File: config.mk
export PLATFORM = sky130hd
export DESIGN_NAME = menu_controller
export DESIGN_NICKNAME = d
export VERILOG_FILES = /design/src/rtl/menu_controller.sv
export SDC_FILE = /design/constraint.sdc
export NUM_CORES = 1
export LEC_CHECK = 0
export ABC_CLOCK_PERIOD_IN_PS = 2029
export BUFFER_PORTS_ARGS = -buffer_cell sky130_fd_sc_hd__buf_4
export CORE_MARGIN = 4
export CORE_UTILIZATION = 62
export CTS_BUF_LIST = sky130_fd_sc_hd__clkbuf_4 sky130_fd_sc_hd__clkbuf_8
export CTS_CLUSTER_DIAMETER = 80
export DETAILED_ROUTE_END_ITERATION = 6
export PLACE_DENSITY_LB_ADDON = 0.3
export SLEW_MARGIN = 10
export SYNTH_ARGS = -nofsm -noshare
export SYNTH_HDL_FRONTEND = slang
export SYNTH_SLANG_ARGS = --single-unit
export TNS_END_PERCENT = 50
File: constraint.sdc
create_clock -name clk -period 2.03 [get_ports clk]
set_input_delay 0.3045 -clock clk [delete_from_list [all_inputs] [get_ports clk]]
set_output_delay 0.3045 -clock clk [all_outputs]
set_load 0.1 [all_outputs]
File: src/rtl/menu_controller.sv
// ---------------------------------------------------------------------------
// menu_controller
// Front-panel menu sequencer.
// The raw buttons are synchronised and debounced. Each press becomes one
// event, and the events drive a three-state menu (MENU / SETTING / GAME).
// The visible cursor and difficulty only update on frame_tick, so the
// picture never tears. While in MENU, the selected item blinks every
// BLINK_FRAMES frames.
//
// Ports
//   clk           system clock
//   rst           synchronous active-high reset
//   frame_tick    one-cycle pulse at start of vertical blank
//   btn_up/down/sel/back  raw asynchronous buttons, high = pressed
//   game_over     one-cycle pulse from the game core
//   state         00 MENU, 01 SETTING, 10 GAME
//   cursor        frame-aligned cursor (0 START, 1 SETTING)
//   highlight_on  frame-aligned blink phase of the selected item
//   difficulty    frame-aligned difficulty 0..3
//   start_game    one-cycle pulse in the first cycle state reads GAME
//
// state    | meaning
// ---------+----------------------------------------------
// ST_MENU    | main menu, cursor moves, item blinks
// ST_SETTING | difficulty adjust
// ST_GAME    | game running, waits for back / game_over
// ---------------------------------------------------------------------------
module menu_controller #(
    parameter int unsigned DEBOUNCE_CYCLES = 250000,
    parameter int unsigned BLINK_FRAMES    = 30
) (
    input  logic       clk,
    input  logic       rst,
    input  logic       frame_tick,
    input  logic       btn_up,
    input  logic       btn_down,
    input  logic       btn_sel,
    input  logic       btn_back,
    input  logic       game_over,
    output logic [1:0] state,
    output logic       cursor,
    output logic       highlight_on,
    output logic [1:0] difficulty,
    output logic       start_game
);

    localparam int DW = (DEBOUNCE_CYCLES > 1) ? $clog2(DEBOUNCE_CYCLES) : 1;
    localparam int FW = (BLINK_FRAMES > 1) ? $clog2(BLINK_FRAMES) : 1;
    localparam logic [DW-1:0] DB_TC = DW'(DEBOUNCE_CYCLES - 1);
    localparam logic [FW-1:0] FR_TC = FW'(BLINK_FRAMES - 1);

    typedef enum logic [1:0] {
        ST_MENU    = 2'b00,
        ST_SETTING = 2'b01,
        ST_GAME    = 2'b10
    } state_e;

    // bit order: 0 up, 1 down, 2 sel, 3 back
    logic [3:0]    btn_raw;
    logic [3:0]    sync1_q, sync2_q;
    logic [3:0]    level_q;
    logic [3:0]    press_q;
    logic [DW-1:0] db_cnt_q [4];

    state_e        state_q, state_d;
    logic          cur_w_q, cur_w_d;
    logic [1:0]    diff_w_q, diff_w_d;
    logic          cursor_q;
    logic [1:0]    diff_q;
    logic [FW-1:0] fcnt_q;
    logic          hl_q;
    logic          restart_q;
    logic          start_q;

    logic ev_up, ev_down, ev_sel, ev_back;
    logic cur_chg, menu_entry, restart;

    assign btn_raw = {btn_back, btn_sel, btn_down, btn_up};

    always_ff @(posedge clk) begin
        if (rst) begin
            sync1_q <= '0;
            sync2_q <= '0;
            level_q <= '0;
            press_q <= '0;
            for (int i = 0; i < 4; i++) db_cnt_q[i] <= '0;
        end else begin
            sync1_q <= btn_raw;
            sync2_q <= sync1_q;
            press_q <= '0;
            for (int i = 0; i < 4; i++) begin
                if (sync2_q[i] != level_q[i]) begin
                    if (db_cnt_q[i] == DB_TC) begin
                        level_q[i]  <= sync2_q[i];
                        db_cnt_q[i] <= '0;
                        // only the rising accepted level is an event
                        press_q[i]  <= sync2_q[i];
                    end else begin
                        db_cnt_q[i] <= db_cnt_q[i] + DW'(1);
                    end
                end else begin
                    db_cnt_q[i] <= '0;
                end
            end
        end
    end

    // back > sel > up/down; up and down together cancel
    always_comb begin
        ev_back = press_q[3];
        ev_sel  = press_q[2] & ~press_q[3];
        ev_up   = press_q[0] & ~press_q[1] & ~press_q[2] & ~press_q[3];
        ev_down = press_q[1] & ~press_q[0] & ~press_q[2] & ~press_q[3];
    end

    always_comb begin
        state_d  = state_q;
        cur_w_d  = cur_w_q;
        diff_w_d = diff_w_q;
        case (state_q)
            ST_MENU: begin
                if (ev_sel) begin
                    state_d = cur_w_q ? ST_SETTING : ST_GAME;
                end else if (ev_up || ev_down) begin
                    cur_w_d = ~cur_w_q;
                end
            end
            ST_SETTING: begin
                if (ev_back || ev_sel) begin
                    state_d = ST_MENU;
                    cur_w_d = 1'b1;
                end else if (ev_up && diff_w_q != 2'd3) begin
                    diff_w_d = diff_w_q + 2'd1;
                end else if (ev_down && diff_w_q != 2'd0) begin
                    diff_w_d = diff_w_q - 2'd1;
                end
            end
            ST_GAME: begin
                if (ev_back || game_over) begin
                    state_d = ST_MENU;
                    cur_w_d = 1'b0;
                end
            end
            default: state_d = ST_MENU;
        endcase
    end

    assign cur_chg    = (cur_w_d != cur_w_q);
    assign menu_entry = (state_d == ST_MENU) && (state_q != ST_MENU);
    // a cursor move coinciding with frame_tick restarts the blink on that tick
    assign restart    = restart_q | cur_chg;

    always_ff @(posedge clk) begin
        if (rst) begin
            state_q   <= ST_MENU;
            cur_w_q   <= 1'b0;
            diff_w_q  <= 2'd0;
            cursor_q  <= 1'b0;
            diff_q    <= 2'd0;
            fcnt_q    <= '0;
            hl_q      <= 1'b1;
            restart_q <= 1'b0;
            start_q   <= 1'b0;
        end else begin
            state_q  <= state_d;
            cur_w_q  <= cur_w_d;
            diff_w_q <= diff_w_d;
            start_q  <= (state_d == ST_GAME) && (state_q != ST_GAME);
            if (frame_tick) begin
                cursor_q  <= cur_w_d;
                diff_q    <= diff_w_d;
                restart_q <= 1'b0;
                if (restart) begin
                    fcnt_q <= '0;
                    hl_q   <= 1'b1;
                end else if (fcnt_q == FR_TC) begin
                    fcnt_q <= '0;
                    hl_q   <= ~hl_q;
                end else begin
                    fcnt_q <= fcnt_q + FW'(1);
                end
            end else begin
                restart_q <= restart;
            end
            if (menu_entry) begin
                fcnt_q <= '0;
                hl_q   <= 1'b1;
            end
        end
    end

    assign state        = state_q;
    assign cursor       = cursor_q;
    assign difficulty   = diff_q;
    assign highlight_on = hl_q & (state_q == ST_MENU);
    assign start_game   = start_q;

endmodule

---- Word level (Yosys, flattened, before mapping) ----
Memory sizes are Yosys's and may differ from the RTL's.
Cells that the tools add are included.
operators by class
  reductions and logical operators ........ 23
  $add $sub $neg .......................... 7
  eq/ne operators ......................... 15
  bitwise operators ....................... 35
  multiplexer cells ....................... 76
operators by type and width
  kind                   number
  $mux 18                12
  $add 18x1->18 const B  4
  $eq 18x18->1 const B   4
  $mux 1                 52
  $mux 2                 8
  $not 1->1              14
  $or 1x1->1             13
  $reduce_or 3->1        4
  $mux 5                 2
  $reduce_and 2->1       5
  $and 1x1->1            8
  $pmux 2 s3             1
  $reduce_bool 2->1      3
  $add 5x1->5 const B    1
  $eq 5x5->1 const B     1
  $ne 1x1->1             5
  $eq 2x2->1 const B     2
  $logic_and 1x1->1      4
  $logic_not 2->1        2
  $ne 2x2->1 const B     2
  $reduce_or 2->1        2
  $logic_or 1x1->1       3
  $pmux 1 s3             1
  $add 2x1->2 const B    1
  other kinds (2)        2
storage, ports and cells
  input port bits ......................... 8
  memories ................................ 1
  register bits after elaboration ......... 32
  output and inout bits ................... 7
  bits in writable memories ............... 72
memories
  name      depth  width  rd ports  clocked after Yosys merged registers in  write ports  line  RTL
  db_cnt_q  4      18     4         0                                        4            63    logic [DW-1:0] db_cnt_q [4];

---- Longest topological paths before layout ----
  depth in word-level cells ............... 12
  gate-level depth with buffers ........... 9
  depth with buffers taken out ............ 6

---- Worst setup path after synthesis ----
No wires, ideal clock.
  kind .................................... reg-to-output
  start ................................... register state_q[1], in the netlist state[1]
  end ..................................... output highlight_on
  required time ........................... 1725 ps
  data arrival time ....................... 3194 ps
  slack ................................... -1469 ps
  buffers on the path ..................... 1
  stages on the path, launching flop included .. 3
  cell sequence ........................... dfxtp_1 > clkbuf_1 > nor3b_1
between the ends
  longest elaborated chain between the ends .. 2
ends and longest elaborated chain
  item                    line  RTL
  from (decl)             65    state_e state_q, state_d;
  from (signal assigned)  165   state_q <= state_d;
  $logic_not 2->1         195   assign highlight_on = hl_q & (state_q == ST_MENU);
  $and 1x1->1             195
  to (decl)               42    output logic highlight_on,
No other way between the ends.

==> results.txt <==
- Peak VDD IR: 0.000423 V
- The die is 100 um wide.
* Stage delay of the slowest cell on the critical path: 590 ps
* Worst-path cell with the longest stage delay: sky130_fd_sc_hd__or4_4
* Syn_area_per_cell: 10.3 um^2
* Count of flip-flops with a built-in enable after synthesis: 72
- In this run the power spent charging and discharging nets is 0.901 mW.
* Reg-to-reg endpoint: db_cnt_q[1][17]$_SDFFCE_PP0P_
- Combinational share of power: 5.0%
- The worst register-to-register path begins at db_cnt_q[1][0]$_SDFFCE_PP0P_.
- No sink is reached through more buffers than the 2 on the longest clock path.
- Logic depth of the worst register-to-register path: 6
- Crit path buffers/inverters: 1
- Crit path arrival time: 2080 ps
- Hold Worst Slack: 141 ps
- Element type at the critical path start: register
- The max-slew violation count was 0.
- Routability-driven placement finished with a final weighted congestion of 0.822.
- Final setup violation count: 0
* Number of vias per cell after detailed routing: 5.27
* Worst Hold Endpoint: sync1_q[0]$_SDFF_PP0_
- Number of diodes added for antenna fixing: 0
- Proportion of layout cells with a drive suffix above 1: 8.58%
- The initialized floorplan defines 33 standard-cell rows.
* Fin Setup TNS: 0 ps
- The cell sitting at the root of the clock tree is a sky130_fd_sc_hd__clkbuf_8.
- Leakage component of the power: 2.21 nW
- STA classifies the critical path endpoint as a register.
* Most common cell after layout, fill and taps aside: sky130_fd_sc_hd__nor2_1
* Number of warnings printed during yosys synthesis: 0
- Initial standard-cell utilization of the core: 64.0%
* Netlist cell types: 45
- In this run the count of I/O pins placed on the die edge is 15.
- Clock-pin slew was measured on the worst setup and hold paths at 100 ps.
- Number of nets in the final layout: 617
- Actual transition at the worst max-transition pin: 535 ps
* Slack of the worst reg-to-reg path: 70 ps
- The signal on the critical path passes through ha_1 > nand3_1 > or4_4 > nand2b_1 > buf_6 > nor2_1.
- In this run, CTS created clock tree buffers numbering 9.
- Die area: 0.0100 mm^2
- Die Ht: 100 um
- Combined area of all synthesized cells: 0.00526 mm^2
* Min-delay src: btn_up
* Post-layout total power: 4.03 mW
- Violation count after the first detailed-route iteration: 129
* Hold path cells: 2
* Worst clock skew: 10.4 ps
* Port Buffers: 14
- Maximum number of pins on one net before global-route repair: 31
- The HPWL after detailed placement is 6.32 mm.
- The internal portion of the total power is 3.13 mW.
* Delay-heaviest family, CP: simple AND/OR/NAND/NOR gates
- The initial antenna violation count was 0.
- Placement Cell Area: 0.00576 mm^2
* Post-synthesis sequential element count: 104
- Global routing used 19.2% of the available tracks.
- After layout, the minimum clock period comes to 1960 ps.
- The final hold violation count was 0.
- The share of the Yosys chip area taken by registers is 53.3%.
* Mean routed wirelength per cell: 12.6 um
- Before antenna repair, the detailed router went through 4 iterations.
- For this design, the sink count on the clock tree is 104.
- GRT overflow: 0
* Power density normalized to cell area: 672 mW/mm^2
* F_max: 511 MHz
- Hold crit path type: primary input to register
- Final design utilization: 73.0%
* Biggest fanout along the worst timing path: 17
- Cell count after synthesis: 512
- The later pin in the worst-skew pair is clocked with a latency of 370 ps.
* FFs w/ async S/R, synth: 0%
- Vias in the first global route: 3717
* Result of the run: complete, no violations
* # H-tree levels: 3
* WS Path Type: register to register
* Worst max-slew margin expressed relative to the limit: 64.3%
* Data required time at the worst endpoint: 2150 ps
* Overall routed net length: 8.96 mm
* Remaining antenna violation count after routing: 0
- Relative area change from synthesis to final layout: 14.0%
* Number of design rule violations left after detail routing: 0
- The routed layout has 3745 vias.
- Among all flip-flop cells after synthesis, the most frequent one is sky130_fd_sc_hd__edfxtp_1.
* Ratio of final minimum period to clock period: 96.4%
- Sequential power share: 59.8%
- Post-Layout Inst Area: 0.00600 mm^2
- Placeable core area: 0.00822 mm^2
- CTS tree: done
* Max Cap Violations: 0
* Net Sw Frac: 22.4%
- Per report_power, the clock group accounts for 35.2% of the total.
- In the layout the commonest cells are sky130_fd_sc_hd__nor2_1 (106), sky130_fd_sc_hd__edfxtp_1 (72), sky130_fd_sc_hd__conb_1 (72).
* First-pass GRT wire length: 15.8 mm
what timing repair did:
| action | in CTS | in global routing |
|---|---|---|
| resized for setup | 0 | 2 |
| hold buffers | 0 | 0 |
| setup endpoints to repair | 0 | 28 |
| setup buffers | 0 | 1 |
state kept, by name (all words and copies together) (netlist names):
register and count:
hl_q 1, diff_w_q 2, level_q 4, sync2_q 4
fcnt_q 5, restart_q 1, difficulty 2, start_game 1
sync1_q 4, cursor 1, state 2, press_q 4
cur_w_q 1, db_cnt_q 72
through the flow:
step / instances / setup slack (ps)
final: 711 / 73.4
after global routing: 711 / -5.16
after CTS: 710 / 36.5
after detailed placement: 694 / 65.9
after global placement: 694 / 143
after floorplan: 583 / 78.8
logic make-up after synthesis:
logic type | synth area share, %
muxes | 1.17
and+or+nand+nor | 25.3
buffers and inverters | 3.04
xor gates and xnor gates | 12.0
other | 0.0713
DFF | 53.3
adders and majority gates | 1.90
AOI/OAI and AO/OA | 3.28
how the worst max path moves through the flow:
stage / from / endpoint / cells past startpoint
after global routing: db_cnt_q[1][0]$_SDFFCE_PP0P_ / db_cnt_q[1][9]$_SDFFCE_PP0P_ / 6
after CTS: db_cnt_q[1][0]$_SDFFCE_PP0P_ / db_cnt_q[1][16]$_SDFFCE_PP0P_ / 6
after detailed placement: db_cnt_q[3][10]$_SDFFCE_PP0P_ / db_cnt_q[3][9]$_SDFFCE_PP0P_ / 5
final: db_cnt_q[1][0]$_SDFFCE_PP0P_ / db_cnt_q[1][17]$_SDFFCE_PP0P_ / 6
after global placement: db_cnt_q[1][0]$_SDFFCE_PP0P_ / db_cnt_q[1][3]$_SDFFCE_PP0P_ / 6
after floorplan: state[1]$_SDFF_PP0_ / hl_q$_SDFFE_PP1P_ / 6
power by group through the flow:
| stage | clock network, mW | registers [mW] | logic, mW |
|---|---|---|---|
| 5_1_grt | 1.53 | 2.42 | 0.230 |
| 4_1_cts | 1.45 | 2.41 | 0.195 |
| 3_5_place_dp | 0 | 2.46 | 0.193 |
| 3_3_place_gp | 0 | 2.45 | 0.188 |
| 2_1_floorplan | 0 | 2.45 | 0.144 |
| 6_report | 1.42 | 2.41 | 0.201 |
area by class of cell:
class / instances / area [um^2]
multi-input cells: 446 / 2580
fillers: 582 / 2220
well taps: 105 / 131
repair buffers: 25 / 204
inverters: 15 / 56.3
flip-flops and latches: 104 / 2810
clock buffers: 9 / 124
clock inverters: 7 / 100
cells in the mapped netlist, types with 8 or more instances:
cell | count | share of area (%)
sky130_fd_sc_hd__xor2_1 | 38 | 6.3
sky130_fd_sc_hd__nand4_1 | 15 | 1.8
sky130_fd_sc_hd__nand3_1 | 28 | 2.7
sky130_fd_sc_hd__nor2_1 | 106 | 7.6
sky130_fd_sc_hd__inv_1 | 15 | 1.1
sky130_fd_sc_hd__and3_1 | 10 | 1.2
sky130_fd_sc_hd__ha_1 | 8 | 1.9
sky130_fd_sc_hd__nor2b_1 | 10 | 1.2
sky130_fd_sc_hd__nor3_1 | 10 | 0.95
sky130_fd_sc_hd__a21oi_1 | 8 | 0.76
sky130_fd_sc_hd__xnor2_1 | 34 | 5.7
sky130_fd_sc_hd__edfxtp_1 | 72 | 41
sky130_fd_sc_hd__nand2b_1 | 14 | 1.7
sky130_fd_sc_hd__nand2_1 | 29 | 2.1
sky130_fd_sc_hd__dfxtp_1 | 32 | 12
sky130_fd_sc_hd__nor4b_1 | 8 | 1.3
layer usage:
metal	global-route usage (%)	vias to the layer above	share of wire (%)
met5	0	-	0
met4	7.05	0	2.1
met3	3.96	25	3.3
met2	32.8	64	50
met1	24.3	1769	44
li1	-	1887	-
Note: power is estimated with default switching activity, not from simulation.
